==> src/rtl/mfp_ahb_ram_slave_ws_pkg.sv <==
// Shared AHB-Lite encodings, slave FSM state codes and byte-lane helpers
// for the wait-state RAM slave.
package mfp_ahb_ram_slave_ws_pkg;

   localparam int BYTE_LANES = 4;

   localparam logic [1:0] HTRANS_IDLE   = 2'b00;
   localparam logic [1:0] HTRANS_BUSY   = 2'b01;
   localparam logic [1:0] HTRANS_NONSEQ = 2'b10;
   localparam logic [1:0] HTRANS_SEQ    = 2'b11;

   localparam logic [2:0] HSIZE_BYTE = 3'b000;
   localparam logic [2:0] HSIZE_HALF = 3'b001;
   localparam logic [2:0] HSIZE_WORD = 3'b010;

   localparam logic [2:0] HBURST_SINGLE = 3'b000;
   localparam logic [2:0] HBURST_INCR   = 3'b001;
   localparam logic [2:0] HBURST_WRAP4  = 3'b010;
   localparam logic [2:0] HBURST_INCR4  = 3'b011;
   localparam logic [2:0] HBURST_WRAP8  = 3'b100;
   localparam logic [2:0] HBURST_INCR8  = 3'b101;
   localparam logic [2:0] HBURST_WRAP16 = 3'b110;
   localparam logic [2:0] HBURST_INCR16 = 3'b111;

   localparam logic [1:0] S_IDLE = 2'd0;
   localparam logic [1:0] S_WAIT = 2'd1;
   localparam logic [1:0] S_ERR1 = 2'd2;
   localparam logic [1:0] S_ERR2 = 2'd3;

   function automatic logic [BYTE_LANES-1:0] byte_en(input logic [1:0] a, input logic [2:0] size);
      logic [BYTE_LANES-1:0] be;
      case (size)
         HSIZE_BYTE: be = 4'b0001 << a;
         HSIZE_HALF: be = a[1] ? 4'b1100 : 4'b0011;
         default:    be = 4'b1111;
      endcase
      return be;
   endfunction

   function automatic logic size_err(input logic [1:0] a, input logic [2:0] size);
      return (size > HSIZE_WORD) ||
             ((size == HSIZE_HALF) && a[0]) ||
             ((size == HSIZE_WORD) && (a != 2'b00));
   endfunction

endpackage

==> src/rtl/mfp_ahb_ram_slave_ws_byte_en_ram.sv <==
// Single-port-write, synchronous-read word RAM with per-byte write enables.
// Read data appears the cycle after raddr is presented (read-before-write on collision).
module mfp_byte_en_ram
   import mfp_ahb_ram_slave_ws_pkg::*;
#(
   parameter int ADDR_WIDTH = 6
)
(
   input  logic                  clk,
   input  logic                  we,
   input  logic [BYTE_LANES-1:0] be,
   input  logic [ADDR_WIDTH-1:0] waddr,
   input  logic [31:0]           wdata,
   input  logic [ADDR_WIDTH-1:0] raddr,
   output logic [31:0]           rdata
);

   logic [31:0] mem [0:(2**ADDR_WIDTH)-1];

   always_ff @(posedge clk) begin
      for (int i = 0; i < BYTE_LANES; i++) begin
         if (we && be[i]) mem[waddr][8*i +: 8] <= wdata[8*i +: 8];
      end
      rdata <= mem[raddr];
   end

endmodule

==> src/rtl/mfp_ahb_ram_slave_ws.sv <==
// AHB-Lite RAM slave: 1-cycle data phase plus WAIT_STATES HREADY-low cycles on OKAY,
// two-cycle ERROR response; new address phases are only taken while HREADY is high.
module mfp_ahb_ram_slave_ws
   import mfp_ahb_ram_slave_ws_pkg::*;
#(
   parameter int ADDR_WIDTH  = 6,
   parameter int WAIT_STATES = 0
)
(
   input  logic        HCLK,
   input  logic        HRESET,
   input  logic [31:0] HADDR,
   input  logic [2:0]  HBURST,
   input  logic        HMASTLOCK,
   input  logic [3:0]  HPROT,
   input  logic        HSEL,
   input  logic [2:0]  HSIZE,
   input  logic [1:0]  HTRANS,
   input  logic [31:0] HWDATA,
   input  logic        HWRITE,
   input  logic        HREADYIN,
   output logic [31:0] HRDATA,
   output logic        HREADY,
   output logic        HRESP
);

   localparam bit       HAS_WAIT = (WAIT_STATES > 0);
   localparam int       WS_M1    = HAS_WAIT ? WAIT_STATES - 1 : 0;
   localparam logic [2:0] WS_LOAD = WS_M1[2:0];

   logic [1:0]            state, state_nxt;
   logic [2:0]            cnt;
   logic                  d_vld, d_write;
   logic [ADDR_WIDTH+1:0] d_addr;
   logic [2:0]            d_size;
   logic [BYTE_LANES-1:0] d_be, fwd_be;
   logic [31:0]           fwd_dat, rdata_q, ram_q, rd_live;
   logic [ADDR_WIDTH-1:0] rd_addr;
   logic                  accept, a_err, wr_commit, rd_phase, fwd_hit;
   logic                  unused_ok;

   assign unused_ok = &{1'b0, HBURST, HMASTLOCK, HPROT, HADDR[31:ADDR_WIDTH+2], HTRANS[0]};

   assign HREADY    = (state == S_IDLE) || (state == S_ERR2);
   assign HRESP     = (state == S_ERR1) || (state == S_ERR2);
   assign accept    = HSEL & HREADYIN & HTRANS[1] & HREADY;
   assign a_err     = size_err(HADDR[1:0], HSIZE);
   assign d_be      = byte_en(d_addr[1:0], d_size);
   assign wr_commit = d_vld & d_write & (state == S_IDLE);
   assign rd_phase  = d_vld & ~d_write & ((state == S_IDLE) || (state == S_WAIT));

   // A read accepted while the preceding write commits sees pre-write RAM data,
   // so the written lanes are patched in from HWDATA.
   assign fwd_hit = wr_commit & accept & ~HWRITE &
                    (HADDR[ADDR_WIDTH+1:2] == d_addr[ADDR_WIDTH+1:2]);
   assign rd_addr = accept ? HADDR[ADDR_WIDTH+1:2] : d_addr[ADDR_WIDTH+1:2];

   always_comb begin
      rd_live = ram_q;
      for (int i = 0; i < BYTE_LANES; i++) begin
         if (fwd_be[i]) rd_live[8*i +: 8] = fwd_dat[8*i +: 8];
      end
   end

   assign HRDATA = rd_phase ? rd_live : rdata_q;

   always_comb begin
      state_nxt = state;
      case (state)
         S_IDLE, S_ERR2: begin
            if (accept) state_nxt = a_err ? S_ERR1 : (HAS_WAIT ? S_WAIT : S_IDLE);
            else        state_nxt = S_IDLE;
         end
         S_WAIT:  if (cnt == 3'd0) state_nxt = S_IDLE;
         S_ERR1:  state_nxt = S_ERR2;
         default: state_nxt = S_IDLE;
      endcase
   end

   always_ff @(posedge HCLK or posedge HRESET) begin
      if (HRESET) begin
         state   <= S_IDLE;
         cnt     <= 3'd0;
         d_vld   <= 1'b0;
         d_write <= 1'b0;
         d_addr  <= '0;
         d_size  <= 3'd0;
         fwd_be  <= '0;
         fwd_dat <= 32'd0;
         rdata_q <= 32'd0;
      end else begin
         state <= state_nxt;
         if ((state == S_WAIT) && (cnt != 3'd0)) cnt <= cnt - 3'd1;
         else if (accept && !a_err)              cnt <= WS_LOAD;
         if (HREADY) begin
            d_vld <= accept;
            if (accept) begin
               d_addr  <= HADDR[ADDR_WIDTH+1:0];
               d_size  <= HSIZE;
               d_write <= HWRITE;
               fwd_be  <= fwd_hit ? d_be : '0;
               fwd_dat <= HWDATA;
            end
         end
         if (rd_phase) rdata_q <= rd_live;
      end
   end

   mfp_byte_en_ram #(.ADDR_WIDTH(ADDR_WIDTH)) u_ram (
      .clk   (HCLK),
      .we    (wr_commit),
      .be    (d_be),
      .waddr (d_addr[ADDR_WIDTH+1:2]),
      .wdata (HWDATA),
      .raddr (rd_addr),
      .rdata (ram_q)
   );

endmodule

==> config.mk <==
export PLATFORM = sky130hd
export DESIGN_NAME = mfp_ahb_ram_slave_ws
export DESIGN_NICKNAME = d
export VERILOG_FILES = /design/src/rtl/mfp_ahb_ram_slave_ws_pkg.sv /design/src/rtl/mfp_ahb_ram_slave_ws_byte_en_ram.sv /design/src/rtl/mfp_ahb_ram_slave_ws.sv
export SDC_FILE = /design/constraint.sdc
export NUM_CORES = 2
export LEC_CHECK = 0
export BUFFER_PORTS_ARGS = -buffer_cell sky130_fd_sc_hd__buf_4
export CORE_UTILIZATION = 50
export DETAILED_ROUTE_END_ITERATION = 16
export PLACE_DENSITY = 0.66
export SLEW_MARGIN = 10
export SYNTH_ARGS = -nofsm -noshare
export SYNTH_HDL_FRONTEND = slang
export SYNTH_SLANG_ARGS = --single-unit
==> constraint.sdc <==
create_clock -name HCLK -period 3.95 [get_ports HCLK]
set_clock_uncertainty 0.05 [all_clocks]
set_input_delay 0.79 -clock HCLK [delete_from_list [all_inputs] [get_ports HCLK]]
set_output_delay 0.79 -clock HCLK [all_outputs]
set_load 0.02 [all_outputs]
[Word-level counts from Yosys, hierarchy flattened]
Memory sizes are Yosys's and may differ from the RTL's. A register that Yosys moved wholly into a read port is not among the register bits.
Cells that the tools add are included.
Storage, ports and cells
  bits in registers: 86
  RAM bits: 2048
  input bits: 82
  output and inout port bits: 34
  logic and storage cells: 78
  memories kept: 1
Cells by class
  add/subtract/negate cells: 1
  order comparisons: 1
  equal/unequal tests: 8
  shift operators: 1
  muxes and demuxes: 23
  bitwise gates (word level): 12
  reduce and logical (&&, ||, !) cells: 22
Memories
  u_ram.mem: words 64, bits a word 32, read ports 1, clocked after memory_dff 1, wr ports 1, RTL line mfp_ahb_ram_slave_ws_byte_en_ram.sv:18  | logic [31:0] mem [0:(2**ADDR_WIDTH)-1];
Operators by type and width (number)
  $mux W32: 1
  $mux W8: 4
  $and A1 B1 Y1: 10
  $logic_and A1 B1 Y1: 8
  $mux W1: 8
  $mux W4: 2
  $pmux W4 S2: 1
  $eq A3 B1 Y1 const B: 2
  $eq A6 B6 Y1: 1
  $logic_not A3 Y1: 2
  $mux W2: 3
  $mux W3: 2
  $mux W6: 1
  $pmux W2 S3: 1
  $logic_or A1 B1 Y1: 5
  $eq A2 B2 Y1 const B: 2
  $reduce_bool A2 Y1: 2
  $shl A1 B2 Y4 const A: 1
  $eq A3 B2 Y1 const B: 1
  $gt A3 B2 Y1 const B: 1
  $reduce_bool A3 Y1: 1
  $sub A3 B1 Y3 const B: 1
  $eq A2 B1 Y1 const B: 1
  $logic_not A2 Y1: 1
  5 further kinds: 6

[Longest topological paths before layout]
  depth in word-level cells: 8
  gate-level depth with buffers: 14
  depth with buffers taken out: 10

[Cells and area by module]
A second synthesis with hierarchy kept.
Second synthesis, totals
  cell total of the unflattened synthesis: 3892
  area total of the unflattened synthesis: 83629.0 sq um
Modules (own cells, without submodules)
  mfp_byte_en_ram: instances 1, cells an instance 3576, area each 79771.5 sq um, seq. area each 62139.6 sq um
  mfp_ahb_ram_slave_ws: instances 1, cells an instance 316, area each 3857.4 sq um, seq. area each 2152.1 sq um

[Worst setup path before layout]
No wires, ideal clock.
  path type: register -> register
  start point: register state[0]
  end point: register u_ram.rdata[12] (read register of u_ram.mem)
  setup time: 116 ps
  arrival: 2800 ps
  required time: 3784 ps
  slack: 983 ps
  cell stages (with the launch flop): 11
  buffers on the path: 2
  clock period less this slack: 2967 ps
  cell sequence: dfrtp_1 inv_1 ha_1 and4b_4 mux2i_2 buf_4 buf_2 mux4_2 a22oi_1 nand3_1 and4_1
On the way
  cells in the longest elaborated chain, start to end: 4
  elaborated cells on any way between the ends: 5
  those cells by class: eq/ne (1); mux (1); bitwise (1); reduce/logical (2)
Ends and longest elaborated chain
  start: declaration: RTL line mfp_ahb_ram_slave_ws.sv:31  | logic [1:0] state, state_nxt;
  start signal: assignment: RTL line mfp_ahb_ram_slave_ws.sv:92  | state <= state_nxt;
  $eq A2 B2 Y1 or $logic_not A2 Y1 (tied branches): RTL line mfp_ahb_ram_slave_ws.sv:44  | assign HREADY = (state == S_IDLE) || (state == S_ERR2);
  $logic_or A1 B1 Y1 (*): RTL line mfp_ahb_ram_slave_ws.sv:44
  $and A1 B1 Y1 (*): RTL line mfp_ahb_ram_slave_ws.sv:46  | assign accept = HSEL & HREADYIN & HTRANS[1] & HREADY;
  $mux W6 (*): RTL line mfp_ahb_ram_slave_ws.sv:56  | assign rd_addr = accept ? HADDR[ADDR_WIDTH+1:2] : d_addr[ADDR_WIDTH+1:2];
  end: declaration: RTL line mfp_ahb_ram_slave_ws_byte_en_ram.sv:15  | output logic [31:0] rdata
Every way passes the cells marked *; elsewhere a longest branch is shown, timed or not.
A chain may end at the register's enable or synchronous reset.

[Final worst setup path]
  start point: register state[0]
  end point: register u_ram.rdata[10] (read register of u_ram.mem)
Same word-level chain as after synthesis.

==> out/metrics.csv <==
stage,metric,value,unit
status,result of the run,"finished, final reports clean",
sta,max_slew headroom,19.2,%
sta,Slew @ Worst Pin,1.21,ns
detailed_routing,First-pass DRT Iterations,9,
synth,largest cells by area after synthesis,"edfxtp_1, mux4_2, nand2_1",
sta,setup violators final,0,
synth,Post-synth EDFFs,2048,
cts,clock slew at reported path FFs,0.06,ns
sta,Fmax,0.255,GHz
setup_path,CP top delay family,simple AND/OR/NAND/NOR gates,
power_and_ir_drop,static leakage power,0.0319,uW
synth,Synth top cells by count,"edfxtp_1, nand2_1, nand3_1",
power_and_ir_drop,PD cells,613,nW/um^2
die,I/O pin count,116,
detailed_routing,DRT iter0 DRCs,7282,
sta,setup slack after layout,0.0239,ns
cells_and_area,final design utilization,58.1,%
cts,total CTS buffers,208,
synth,Post-Synthesis Cell Area,83700,um^2
detailed_routing,vias per cell,6.14,
synth,"area leader, netlist",edfxtp_1,
setup_path,critical path class,flip-flop to flip-flop,
setup_path,Critical R2R Capture,u_ram.rdata[10],
setup_path,Crit-path slowest cell,nor2_2,
place,worst slack at placement,-0.123,ns
cts,worst-case clock buffer depth,3,
setup_path,worst reg2reg path depth,11,
setup_path,crit path DAT,4.58,ns
setup_path,flop2flop setup slack,0.02,ns
setup_path,element type at the critical path start,flip-flop,
synth,Most used DFF post-synth,edfxtp_1,
synth,most frequent cell after synthesis,edfxtp_1,
grt,vias in the first global route,47800,
die,initial core utilization,50.6,%
sta,post-layout min period,3.93,ns
sta,period utilisation layout,99.4,%
cells_and_area,share of layout cells above drive strength 1,18.1,%
detailed_routing,DRC,0,
sta,max-slew violation count,0,
sta,Min Hold Slack,0.131,ns
detailed_routing,Antenna Nets Post-Route,0,
setup_path,Crit. End Element,flip-flop,
place,GPL Wtd Cong,0.932,
setup_path,cells along the critical path,inv_1 > ha_1 > and4b_4 > buf_12 > mux2i_4 > buf_12 > nor2_2 > a32oi_1 > nand4_1 > nand3_1 > and4_1,
die,Cell Rows,149,
place,Post-DP Area,89500,um^2
synth,Syn Inst Count,5308,
sta,Final TNS setup,0,ns
cts,Skew-Pair Late Insertion Delay,0.83,ns
cells_and_area,area grow syn2layout,15.0,%
setup_path,Slowest Stage Delay on Critical Path,0.93,ns
grt,gr ovfl total,0,
hold_path,worst hold path startpoint,HSIZE[2],
detailed_routing,routed len/inst,29.0,um
hold_path,worst hold path type,input pin to flip-flop,
die,die area,169000,um^2
synth,"FFs w/ async S/R, synth",3.97,%
setup_path,"most used cell, CP",buf_12,
detailed_routing,DR vias,49600,
place,PortBufs,82,
synth,Synthesis Warnings,0,
run,Max Cap Violations,0,
grt,largest net degree at the start of global routing,75,
synth,total nets after synthesis,5396,
cts,CTS Root Cell,clkbuf_16,
setup_path,RR Startpoint,state[0],
die,die width,411,um
cts,Clock H-tree levels,4,
detailed_routing,DRT Wirelength,235,mm
cells_and_area,Layout Nets,5781,
grt,first-pass GRT wire length,336,mm
grt,GRT Util Overall,27.7,%
cts,cts hold-fix bufs,0,
die,Core Region,166000,um^2
cts,Setup Buffers After CTS,0,
sta,"Hold Violations, Final",0,
synth,Yosys reg bits,2166,
synth,Netlist cell types,54,
setup_path,WP data required,4.61,ns
cells_and_area,fill cell count,12400,
hold_path,depth of the worst hold-timing path,3,
synth,Synth Area per Inst,15.8,um^2
hold_path,hold path endpoint,d_size[2],
cts,CTS tree,done,
power_and_ir_drop,worst vdd ir,0.593,mV
die,die height,411,um
cells_and_area,post-route cell area,96200,um^2
synth,Yosys top cell area share,73.5,%
synth,sequential share of the synthesized area,76.8,%
setup_path,crit-path max FO,43,
grt,antenna violations before repair,13,
setup_path,worst path bufs/invs,3,
sta,RSZ-0062 raised after global routing,false,
place,Post-DP HPWL,146,mm
cts,clk sinks,2166,
[logic make-up (layout without fill, tap and decap cells)]
logic type	count (synthesis)	count (layout)	share of synthesized area, %
mux	315	315	7.37
other cells	0	24	0
buf+inv	345	910	1.78
simple gates	2037	2037	10.3
fa+ha+maj	6	6	0.0897
xor+xnor	6	6	0.0628
flops	2166	2166	76.8
compound gates	433	433	3.54
[per-stage QoR]
| stage | total power [uW] | instances |
|---|---|---|
| 3_5_place_dp | 39700 | 7671 |
| 5_1_grt | 60700 | 8063 |
| 4_1_cts | 59000 | 8061 |
| 3_3_place_gp | 39500 | 7671 |
| 2_1_floorplan | 33800 | 5308 |
| 6_report | 59000 | 8086 |
[placed cells by master, fill, tap and decap left out, drive strengths merged, types with 2 or more instances in the layout]
master / n
o21ai: 51
a221oi: 2
nand4: 82
o21a: 5
a21oi: 28
and4: 24
a31oi: 151
edfxtp: 2048
inv: 22
a2111oi: 11
clkinv: 89
nand2b: 9
a32oi: 33
clkbuf: 277
and3b: 2
mux4: 239
o22a: 6
o22ai: 3
dfrtp: 86
nand2: 1164
bufinv: 17
or3: 2
nor4: 12
dfxtp: 32
a22oi: 112
nor3: 13
clkinvlp: 4
buf: 501
diode: 24
mux2i: 76
xnor2: 5
and3: 16
o221ai: 26
ha: 6
nor2: 288
nand3: 418
[cell type report]
class	count	area [um^2]	area share [%]
diodes	24	60.1	0.0624
clock buffers	276	5670	5.89
clock inverters	114	978	1.02
inverters	18	88.8	0.0923
multi-input cells	2797	18100	18.8
flip-flops and latches	2166	64300	66.8
well taps	2189	2740	2.85
repair buffers	502	4320	4.49
[worst max-delay path by stage]
stage / startpoint / to / slack [ns] / depth (start not counted)
floorplan: HRESET / cnt[0] / 0.89 / 1
global placement: state[0] / u_ram.rdata[21] / -0.06 / 13
detailed placement: state[0] / u_ram.rdata[21] / -0.12 / 13
CTS: state[0] / u_ram.rdata[2] / 0.02 / 13
global route: state[0] / u_ram.rdata[5] / 0.01 / 12
finish: state[0] / u_ram.rdata[10] / 0.02 / 11
[sequential cells by signal, summed over array words and instances, names as in the netlist]
signal	cells
u_ram.mem	2048
state	2
d_size	3
fwd_be	4
cnt	3
rdata_q	32
d_addr	8
d_write	1
fwd_dat	32
d_vld	1
u_ram.rdata	32
[tightest hold or removal path: cells and delay by family]
| kind | cells | cell delay (ns) |
|---|---|---|
| buffers and inverters | 1 | 0.08 |
| and+or+nand+nor | 2 | 0.09 |
[metal layers]
layer  vias to the layer above  global-route usage, %  wire, um
met1                     25300                   38.5     90900
met3                       497                   6.57     25100
met5                         -                  0.565        57
li1                      21100                      -         -
met2                      2741                   42.2    108000
met4                         8                   11.9     10800
[report_power, final]
part,switching [uW],leakage (uW),internal [uW],total (uW)
clock,8380,0.00326,11200,19500
combinational,8760,0.00889,4650,13400
sequential,424,0.0197,25600,26100
total,17600,0.0319,41400,59000
[timing repair]
action / 4_1_cts / 5_1_grt
endpoints found under the setup margin: 3 / 8
cloned: 0 / 1
gates resized for setup: 4 / 7
pin swaps: 0 / 0
Note: power is estimated with default switching activity, not from simulation.
